<file path="src/rtl/regfile_wr_arbiter_if.sv">
// Register-file write arbiter bus: writeback, long-latency result, issue/scoreboard
// query and the registered register-file write port.
interface regfile_wr_arbiter_if #(
   parameter int unsigned DW = 64,
   parameter int unsigned CW = 2
);
   logic          i_wb_valid;
   logic [4:0]    i_wb_addr;
   logic [DW-1:0] i_wb_data;
   logic          i_ll_valid;
   logic [4:0]    i_ll_addr;
   logic [DW-1:0] i_ll_data;
   logic          o_ll_ready;
   logic          i_issue_valid;
   logic [4:0]    i_issue_rd;
   logic [4:0]    i_rs1;
   logic [4:0]    i_rs2;
   logic          o_rs1_busy;
   logic          o_rs2_busy;
   logic          o_issue_stall;
   logic          o_reg_write;
   logic [4:0]    o_wr_addr;
   logic [DW-1:0] o_wr_data;
   logic [CW-1:0] o_ll_count;

   modport master (
      output i_wb_valid, i_wb_addr, i_wb_data, i_ll_valid, i_ll_addr, i_ll_data,
      output i_issue_valid, i_issue_rd, i_rs1, i_rs2,
      input  o_ll_ready, o_rs1_busy, o_rs2_busy, o_issue_stall,
      input  o_reg_write, o_wr_addr, o_wr_data, o_ll_count
   );

   modport slave (
      input  i_wb_valid, i_wb_addr, i_wb_data, i_ll_valid, i_ll_addr, i_ll_data,
      input  i_issue_valid, i_issue_rd, i_rs1, i_rs2,
      output o_ll_ready, o_rs1_busy, o_rs2_busy, o_issue_stall,
      output o_reg_write, o_wr_addr, o_wr_data, o_ll_count
   );
endinterface

</file>
<file path="src/rtl/regfile_wr_arbiter.sv">
// Single write port arbiter: writeback first, then buffered long-latency results, then
// an LL bypass; also tracks which registers await a long-latency result.
module regfile_wr_arbiter #(
   parameter int unsigned XLEN     = 2,  // 2 selects 64-bit data
   parameter int unsigned LL_DEPTH = 2
) (
   input  logic                i_clk,
   input  logic                i_rst_n,
   input  logic                i_clk_enable,
   regfile_wr_arbiter_if.slave bus
);
   localparam int unsigned DW = 1 << (XLEN + 4);
   localparam int unsigned PW = $clog2(LL_DEPTH);
   localparam int unsigned CW = PW + 1;
   localparam logic [CW-1:0] DepthC = CW'(LL_DEPTH);

   logic [4:0]    buf_addr_q [LL_DEPTH];
   logic [DW-1:0] buf_data_q [LL_DEPTH];
   logic [PW-1:0] rd_ptr_q, rd_ptr_d, wr_ptr_q, wr_ptr_d;
   logic [CW-1:0] count_q, count_d;
   logic [31:0]   busy_q, busy_d;
   logic          reg_write_q, reg_write_d;
   logic [4:0]    wr_addr_q, wr_addr_d;
   logic [DW-1:0] wr_data_q, wr_data_d;

   logic ll_ready, ll_fire, ll_nz, wb_sel, buf_sel, byp_sel, push, pop;
   logic issue_stall, issue_set;

   always_comb begin
      ll_ready    = i_clk_enable & (count_q < DepthC);
      ll_fire     = bus.i_ll_valid & ll_ready;
      ll_nz       = (bus.i_ll_addr != 5'd0);
      wb_sel      = bus.i_wb_valid & (bus.i_wb_addr != 5'd0);
      buf_sel     = ~wb_sel & (count_q != '0);
      byp_sel     = ~wb_sel & (count_q == '0) & ll_fire & ll_nz;
      // x0 results complete the handshake but never occupy a buffer slot
      push        = ll_fire & ll_nz & ~byp_sel;
      pop         = buf_sel;
      issue_stall = bus.i_issue_valid & busy_q[bus.i_issue_rd];
      issue_set   = bus.i_issue_valid & (bus.i_issue_rd != 5'd0) & ~issue_stall;

      reg_write_d = wb_sel | buf_sel | byp_sel;
      wr_addr_d   = wr_addr_q;
      wr_data_d   = wr_data_q;
      busy_d      = busy_q;
      if (wb_sel) begin
         wr_addr_d = bus.i_wb_addr;
         wr_data_d = bus.i_wb_data;
      end else if (buf_sel) begin
         wr_addr_d = buf_addr_q[rd_ptr_q];
         wr_data_d = buf_data_q[rd_ptr_q];
         busy_d[buf_addr_q[rd_ptr_q]] = 1'b0;
      end else if (byp_sel) begin
         wr_addr_d = bus.i_ll_addr;
         wr_data_d = bus.i_ll_data;
         busy_d[bus.i_ll_addr] = 1'b0;
      end
      // Applied after the clear so a same-edge issue keeps the register busy
      if (issue_set) busy_d[bus.i_issue_rd] = 1'b1;
      busy_d[0] = 1'b0;

      count_d  = count_q + CW'(push) - CW'(pop);
      rd_ptr_d = rd_ptr_q + PW'(pop);
      wr_ptr_d = wr_ptr_q + PW'(push);
   end

   always_ff @(posedge i_clk or negedge i_rst_n) begin
      if (!i_rst_n) begin
         rd_ptr_q    <= '0;
         wr_ptr_q    <= '0;
         count_q     <= '0;
         busy_q      <= '0;
         reg_write_q <= 1'b0;
         wr_addr_q   <= '0;
         wr_data_q   <= '0;
      end else if (i_clk_enable) begin
         rd_ptr_q    <= rd_ptr_d;
         wr_ptr_q    <= wr_ptr_d;
         count_q     <= count_d;
         busy_q      <= busy_d;
         reg_write_q <= reg_write_d;
         wr_addr_q   <= wr_addr_d;
         wr_data_q   <= wr_data_d;
      end
   end

   always_ff @(posedge i_clk) begin
      if (i_clk_enable && push) begin
         buf_addr_q[wr_ptr_q] <= bus.i_ll_addr;
         buf_data_q[wr_ptr_q] <= bus.i_ll_data;
      end
   end

   assign bus.o_ll_ready    = ll_ready;
   assign bus.o_issue_stall = issue_stall;
   assign bus.o_rs1_busy    = busy_q[bus.i_rs1];
   assign bus.o_rs2_busy    = busy_q[bus.i_rs2];
   assign bus.o_reg_write   = reg_write_q;
   assign bus.o_wr_addr     = wr_addr_q;
   assign bus.o_wr_data     = wr_data_q;
   assign bus.o_ll_count    = count_q;
endmodule

</file>
<file path="src/flat_wrapper.sv">
// flat-port wrapper written by rule: the top's interface ports become plain ports
module regfile_wr_arbiter_flat 
#(
   parameter int unsigned XLEN     = 2,                          
   parameter int unsigned LL_DEPTH = 2
)
  (i_clk, i_rst_n, i_clk_enable, bus_i_wb_valid, bus_i_wb_addr, bus_i_wb_data, bus_i_ll_valid, bus_i_ll_addr, bus_i_ll_data, bus_i_issue_valid, bus_i_issue_rd, bus_i_rs1, bus_i_rs2, bus_o_ll_ready, bus_o_rs1_busy, bus_o_rs2_busy, bus_o_issue_stall, bus_o_reg_write, bus_o_wr_addr, bus_o_wr_data, bus_o_ll_count);
  regfile_wr_arbiter_if #(.DW((64)), .CW((2))) bus_i ();
  input  logic i_clk;
  input  logic i_rst_n;
  input  logic i_clk_enable;
  input wire logic [$bits(bus_i.i_wb_valid)-1:0] bus_i_wb_valid;
  input wire logic [$bits(bus_i.i_wb_addr)-1:0] bus_i_wb_addr;
  input wire logic [$bits(bus_i.i_wb_data)-1:0] bus_i_wb_data;
  input wire logic [$bits(bus_i.i_ll_valid)-1:0] bus_i_ll_valid;
  input wire logic [$bits(bus_i.i_ll_addr)-1:0] bus_i_ll_addr;
  input wire logic [$bits(bus_i.i_ll_data)-1:0] bus_i_ll_data;
  input wire logic [$bits(bus_i.i_issue_valid)-1:0] bus_i_issue_valid;
  input wire logic [$bits(bus_i.i_issue_rd)-1:0] bus_i_issue_rd;
  input wire logic [$bits(bus_i.i_rs1)-1:0] bus_i_rs1;
  input wire logic [$bits(bus_i.i_rs2)-1:0] bus_i_rs2;
  output wire logic [$bits(bus_i.o_ll_ready)-1:0] bus_o_ll_ready;
  output wire logic [$bits(bus_i.o_rs1_busy)-1:0] bus_o_rs1_busy;
  output wire logic [$bits(bus_i.o_rs2_busy)-1:0] bus_o_rs2_busy;
  output wire logic [$bits(bus_i.o_issue_stall)-1:0] bus_o_issue_stall;
  output wire logic [$bits(bus_i.o_reg_write)-1:0] bus_o_reg_write;
  output wire logic [$bits(bus_i.o_wr_addr)-1:0] bus_o_wr_addr;
  output wire logic [$bits(bus_i.o_wr_data)-1:0] bus_o_wr_data;
  output wire logic [$bits(bus_i.o_ll_count)-1:0] bus_o_ll_count;
  assign bus_i.i_wb_valid = bus_i_wb_valid;
  assign bus_i.i_wb_addr = bus_i_wb_addr;
  assign bus_i.i_wb_data = bus_i_wb_data;
  assign bus_i.i_ll_valid = bus_i_ll_valid;
  assign bus_i.i_ll_addr = bus_i_ll_addr;
  assign bus_i.i_ll_data = bus_i_ll_data;
  assign bus_i.i_issue_valid = bus_i_issue_valid;
  assign bus_i.i_issue_rd = bus_i_issue_rd;
  assign bus_i.i_rs1 = bus_i_rs1;
  assign bus_i.i_rs2 = bus_i_rs2;
  assign bus_o_ll_ready = bus_i.o_ll_ready;
  assign bus_o_rs1_busy = bus_i.o_rs1_busy;
  assign bus_o_rs2_busy = bus_i.o_rs2_busy;
  assign bus_o_issue_stall = bus_i.o_issue_stall;
  assign bus_o_reg_write = bus_i.o_reg_write;
  assign bus_o_wr_addr = bus_i.o_wr_addr;
  assign bus_o_wr_data = bus_i.o_wr_data;
  assign bus_o_ll_count = bus_i.o_ll_count;
  regfile_wr_arbiter #(.XLEN(XLEN), .LL_DEPTH(LL_DEPTH)) u_core (.i_clk(i_clk), .i_rst_n(i_rst_n), .i_clk_enable(i_clk_enable), .bus(bus_i));
endmodule
</file>
<file path="config.mk">
export PLATFORM = sky130hd
export DESIGN_NAME = regfile_wr_arbiter_flat
export DESIGN_NICKNAME = d
export VERILOG_FILES = /design/src/rtl/regfile_wr_arbiter_if.sv /design/src/rtl/regfile_wr_arbiter.sv /design/src/flat_wrapper.sv
export SDC_FILE = /design/constraint.sdc
export NUM_CORES = 1
export LEC_CHECK = 0
export ABC_AREA = 0
export BUFFER_PORTS_ARGS = -buffer_cell sky130_fd_sc_hd__clkbuf_2
export CORE_UTILIZATION = 29
export DETAILED_ROUTE_END_ITERATION = 12
export HOLD_SLACK_MARGIN = 0.02
export SYNTH_ARGS = -nofsm -noshare
export SYNTH_HDL_FRONTEND = slang
export SYNTH_SLANG_ARGS = --single-unit
</file>
<file path="constraint.sdc">
create_clock -name i_clk -period 4.5 [get_ports i_clk]
set_input_delay 0.45 -clock i_clk [delete_from_list [all_inputs] [get_ports i_clk]]
set_output_delay 0.45 -clock i_clk [all_outputs]
set_load 0.005 [all_outputs]
</file>
Yosys cells after proc, flatten, opt, wreduce, memory -nomap -nowiden
Memory sizes are Yosys's and may differ from the RTL's.
Index checks and enable logic that the tools add are counted.
- RAM bits: 138
- word-level logic and storage cells: 79
- memories: 2
- register bits after elaboration: 105
- input port bits: 159
- output and inout port bits: 76
- reduce and logical (&&, ||, !) cells: 11
- add/sub/neg operators: 4
- bitwise operators: 22
- $lt $le $gt $ge: 9
- mux-type cells: 24
- memory list (memory ; depth ; width ; read ports ; clocked after Yosys merged registers in ; wr ports ; line ; RTL):
    u_core.buf_data_q ; 2 ; 64 ; 1 ; 0 ; 1 ; regfile_wr_arbiter.sv:18 ; logic [DW-1:0] buf_data_q [LL_DEPTH];
    u_core.buf_addr_q ; 2 ; 5 ; 1 ; 0 ; 1 ; regfile_wr_arbiter.sv:17 ; logic [4:0] buf_addr_q [LL_DEPTH];
- operators by type and width (operator ; number):
    64-bit 2-to-1 mux ; 3
    32-bit 2-to-1 mux ; 4
    32-bit bitwise AND ; 2
    32-bit NOT ; 2
    32-bit bitwise OR ; 1
    5-bit by 6-bit less-than comparator with 1-bit output (second input constant) ; 5
    1-bit binary-select mux with 5-bit select ; 3
    1-bit demux with 5-bit select ; 3
    5-bit by 1-bit >= comparator with 1-bit output (second input constant) ; 3
    5-bit 2-to-1 mux ; 3
    5-bit nonzero test ; 3
    1-bit bitwise AND ; 12
    1-bit 2-to-1 mux ; 8
    1-bit logical AND ; 4
    1-bit NOT ; 3
    3-bit nonzero test ; 1
    1-bit adder ; 2
    2-bit by 1-bit adder with 2-bit output ; 1
    2-bit zero test ; 1
    2-bit less-than comparator (second input constant) ; 1
    1-bit bitwise OR ; 2
    2-bit AND reduction ; 1
    2-bit nonzero test ; 1
    2-bit by 1-bit subtractor with 2-bit output ; 1

Longest topological paths before layout
- word-level depth: 11
- mapped depth: 11
- mapped depth without buffers: 9

Least setup slack after synthesis
No wires, ideal clock.
- kind: input to register
- start point: in bus_i_wb_valid
- end point: mem u_core.buf_addr_q[0][0] (enable)
- path buffers: 1
- setup slack: -0.401 ns
- arrival time: 4.397 ns
- required time: 3.995 ns
- stages on the path: 4
- setup time: 0.505 ns
- cells stage by stage: clkbuf_1 > o21ai_2 > a221oi_1 > nor2b_1
- longest elaborated chain between the ends: 10
- ends and longest elaborated chain (element ; line ; RTL):
    start, declared ; flat_wrapper.sv:12 ; input wire logic [$bits(bus_i.i_wb_valid)-1:0] bus_i_wb_valid;
    1-bit bitwise AND ; regfile_wr_arbiter.sv:33 ; wb_sel = bus.i_wb_valid & (bus.i_wb_addr != 5'd0);
    1-bit NOT ; regfile_wr_arbiter.sv:35 ; byp_sel = ~wb_sel & (count_q == '0) & ll_fire & ll_nz;
    1-bit bitwise AND (3 in series) ; regfile_wr_arbiter.sv:35 ;
    1-bit NOT ; regfile_wr_arbiter.sv:37 ; push = ll_fire & ll_nz & ~byp_sel;
    1-bit bitwise AND ; regfile_wr_arbiter.sv:37 ;
    1-bit logical AND ; regfile_wr_arbiter.sv:88 ; if (i_clk_enable && push) begin
    1-bit 2-to-1 mux ; regfile_wr_arbiter.sv:88 ;
    1-bit 2-to-1 mux (not written as such) ; regfile_wr_arbiter.sv:89 ; buf_addr_q[wr_ptr_q] <= bus.i_ll_addr;
    end, declared ; regfile_wr_arbiter.sv:17 ;
No other way between the ends.

Worst setup path in the final report
- start point: reg u_core.count_q[1], in the netlist u_core.bus.o_ll_count[1]
- end point: mem u_core.buf_data_q[0][16] (enable)
- longest elaborated chain between the ends: 10
- elaborated cells between the ends (all ways): 13
- classes of those cells: order compare (1); mux (2); bitwise (8); reduce/logical (2)
- ends and longest elaborated chain (element ; line ; RTL):
    start, declared ; regfile_wr_arbiter.sv:20 ; logic [CW-1:0] count_q, count_d;
    start signal, assigned ; regfile_wr_arbiter.sv:79 ; count_q <= count_d;
    2-bit less-than comparator ; regfile_wr_arbiter.sv:30 ; ll_ready = i_clk_enable & (count_q < DepthC);
    1-bit bitwise AND ; regfile_wr_arbiter.sv:30 ;
    1-bit bitwise AND ; regfile_wr_arbiter.sv:31 ; ll_fire = bus.i_ll_valid & ll_ready;
    1-bit bitwise AND (2 in series) ; regfile_wr_arbiter.sv:35 ;
    1-bit NOT ; regfile_wr_arbiter.sv:37 ;
    1-bit bitwise AND * ; regfile_wr_arbiter.sv:37 ;
    1-bit logical AND * ; regfile_wr_arbiter.sv:88 ;
    1-bit 2-to-1 mux * ; regfile_wr_arbiter.sv:88 ;
    1-bit 2-to-1 mux (not written as such) * ; regfile_wr_arbiter.sv:90 ; buf_data_q[wr_ptr_q] <= bus.i_ll_data;
    end, declared ; regfile_wr_arbiter.sv:18 ;
Every way passes the cells marked *; elsewhere a longest branch is shown, timed or not.

==> impl_metrics.ini <==
[logic_synthesis]
synth_mux_area_share_pct = 11.3
synth_seq_cells = 243
ys.flop_type = edfxtp_1
synth_top_family_by_area = compound AO/OA/AOI/OAI gates
synthXorXnorAreaFrac_pct = 0.308
ys_types = 50
ys_async_sr_fraction_pct = 43.2
postSynthAreaPerCell_um2 = 11.7
yosysWarnings = 0
synth_edf_count = 138
synthAdderAreaFrac_pct = 0.220
yosys.area_share.simple_pct = 9.15
syn_nets = 1137
syn_area_um2 = 11400
synth_compound_area_share_pct = 16.6
seq_area_frac_synth_pct = 59.5
syn_inst = 976

[cts]
cts_inserted_buffers = 29
clock_sinks = 243
path_clk_slew_ns = 0.07
cts_root_buffer = clkbuf_16
htreeDepth = 1
clockBufferDepth = 3
cts_tree = yes
insertion_delay_ns = 0.57

[timing]
finalCriticalPeriod_ns = 3.13
clock.fmax_mhz = 320
rsz0062_at_grt = false
fin_crit_sh_pct = 69.5
finalMaxSlewViolations = 0
finalSetupViolCount = 0
hold_viol = 0
finClkSkew_ns = 0.0304
tightest_slew_ns = 1.10
setup_tns_ns = 0
slew_headroom_pct = 26.8

[pwr]
powerDensity_nw_per_um2 = 582
vdd_drop_max_uv = 273
p_leak_nw = 5.52

[floorplan]
die_area_um2 = 40100
initial_core_util_pct = 29.5
die_w_um = 200
die_h_um = 200
ios = 235
fp-row-count = 72
fp.coreArea_um2 = 38600

[hold_path]
holdPathStages = 1
hp-class = in -> reg
min_to = u_core.buf_data_q[1][62]
min_from = bus_i_ll_data[62]

[final_layout]
fillers = 3847
final_net_count = 1337
syn2layout_area_growth_pct = 23.5
n_antenna_cell = 0
drive_above_1_share_pct = 27.4
final_core_util_pct = 36.4

[critical_path]
critPathCaptureType = flip-flop
arrival_ns = 3.31
critical_path_class = reg -> reg
timing.rr.start = u_core.bus.o_ll_count[1]
reg2regPathDepth = 4
critPathRequiredTime_ns = 4.68
rr_endpoint = u_core.buf_data_q[0][16]
reg2reg_slack_ns = 1.37
startpoint_type = flip-flop
cp_max_fo = 50

[drt]
routed_via_density = 5.09
first_pass_iters = 5
drtIter0Drc = 598
drt-total-wl_um = 32800
antenna_left = 0
route.detailed.drc = 0
vias = 8744
wl_per_cell_um = 19.1

[outcome]
status = finished, final reports clean

[global_routing]
antenna_found_initial = 2
grt_usage_pct = 16.3
grt_pass1_wl_um = 51400
grt-ovfl-total = 0
grt_start_max_net_pins = 114
grt_pass1_vias = 8744

[placed_design]
routabilityCongestion = 0.919
io_buffers = 234
dpl.hpwl_um = 21700

[flow_run]
drv_cap = 0
-- worst max-delay path: stages, from the launching register on --
cell and delay, ns:
dfrtp_1 0.51, nor2_1 0.20, a221oi_1 0.59, nor2b_4 0.68
buf_4 0.71
-- Yosys cell counts (8+ instances only) --
cell type | n | area (um2)
nor2_1 | 157 | 589
a21oi_1 | 144 | 721
edfxtp_1 | 138 | 4140
dfrtp_1 | 105 | 2630
mux2i_1 | 81 | 811
a211oi_1 | 68 | 510
clkbuf_1 | 50 | 188
o221ai_1 | 28 | 245
nand2_1 | 23 | 86.3
mux4_2 | 18 | 405
buf_2 | 17 | 85.1
nand3_1 | 17 | 85.1
o21ai_0 | 16 | 80.1
o31ai_1 | 13 | 97.6
inv_1 | 12 | 45.0
o22ai_1 | 10 | 62.6
nand2b_1 | 8 | 50.1
-- sequential cells by signal, indices dropped and copies added (netlist names) --
register	flops
u_core.bus.o_wr_data	64
u_core.buf_data_q	128
u_core.rd_ptr_q	1
u_core.buf_addr_q	10
u_core.busy_q	31
u_core.wr_ptr_q	1
u_core.bus.o_ll_count	2
u_core.bus.o_reg_write	1
u_core.bus.o_wr_addr	5
-- layout make-up --
type                    instances  area, um2  share of cell area [%]
flip-flops and latches        243       6780                    48.2
multi-input cells             648       4310                    30.6
repair buffers                241       1250                    8.91
clock buffers                  30        739                    5.26
well taps                     518        648                    4.61
clock inverters                24        292                    2.07
inverters                      13       48.8                   0.347
-- layer usage --
metal  up-vias  track usage (%)  part of all wire, %
li1       4113                -                    -
met1      4226             21.7                   44
met2       339             26.0                   46
met3        62             4.38                  8.4
met4         4             4.59                  2.2
met5         -                0                0.082
-- stage by stage --
stage          total power, W  cell area (um2)  setup WS [ns]  hold WS (ns)  cells
6_report              0.00818            14100           1.37        0.0906   1717
5_1_grt               0.00869            14100           1.15        0.0592   1717
4_1_cts               0.00830            14100           1.27        0.0472   1717
3_5_place_dp          0.00572            13000           1.03         0.476   1662
3_3_place_gp          0.00569            13000           1.16         0.470   1662
2_1_floorplan         0.00479            11400          0.897         0.154    976
-- cell families (layout without fill, tap and decap cells) --
logic type / Yosys count / count (layout)
flip-flops: 243 / 243
multiplexers: 105 / 105
buffers and inverters: 85 / 308
AO/OA/AOI/OAI: 299 / 299
adder cells (fa/ha/maj): 2 / 2
XOR/XNOR: 4 / 4
AND/OR/NAND/NOR: 238 / 238
-- cells in the final DEF, fill, tap and decap left out, types with 2 or more instances in the layout --
master	instances
a211o_1	2
a211oi_1	68
a21oi_1	144
buf_12	2
buf_4	5
bufinv_16	5
clkbuf_16	29
clkbuf_2	233
clkinv_1	3
clkinv_2	4
clkinv_4	2
clkinvlp_4	2
dfrtp_1	104
edfxtp_1	138
ha_1	2
inv_1	12
inv_6	8
mux2_2	6
mux2i_1	81
mux4_2	18
nand2_1	23
nand2b_1	8
nand3_1	17
nand3b_1	4
nand4_1	6
nand4b_1	3
nor2_1	157
nor2b_1	3
nor3_1	4
o21ai_0	16
o21ai_1	2
o221ai_1	28
o22ai_1	10
o31ai_1	13
o32ai_1	2
o41ai_1	3
or2_2	3
or4_4	2
xnor2_1	2
xor2_1	2
-- what timing repair did --
action                                 in CTS  in global routing
endpoints found under the hold margin      48                  0
hold buffers                                1                  0
resized for setup                           0                  0
setup buffers                               0                  0
-- how the worst max path moves through the flow --
stage                                           to                     start  slack, ns  cells after the start
after global placement    u_core.buf_data_q[0][29]          bus_i_wb_addr[0]       1.16                      6
final                     u_core.buf_data_q[0][16]  u_core.bus.o_ll_count[1]       1.37                      4
after floorplan            u_core.buf_addr_q[0][0]            bus_i_wb_valid       0.90                      4
after detailed placement  u_core.buf_data_q[0][30]          bus_i_wb_addr[1]       1.03                      6
after CTS                 u_core.buf_data_q[0][16]  u_core.bus.o_ll_count[1]       1.27                      4
after global routing       u_core.buf_data_q[0][4]  u_core.bus.o_ll_count[1]       1.15                      4
-- power by group --
| part | internal (W) | switching, W | leakage, nW | total (W) |
|---|---|---|---|---|
| clock network | 0.00151 | 0.00103 | 0.505 | 0.00254 |
| registers | 0.00287 | 0.000397 | 2.48 | 0.00327 |
| logic | 0.00101 | 0.00137 | 2.54 | 0.00238 |
Note: power is estimated with default switching activity, not from simulation.
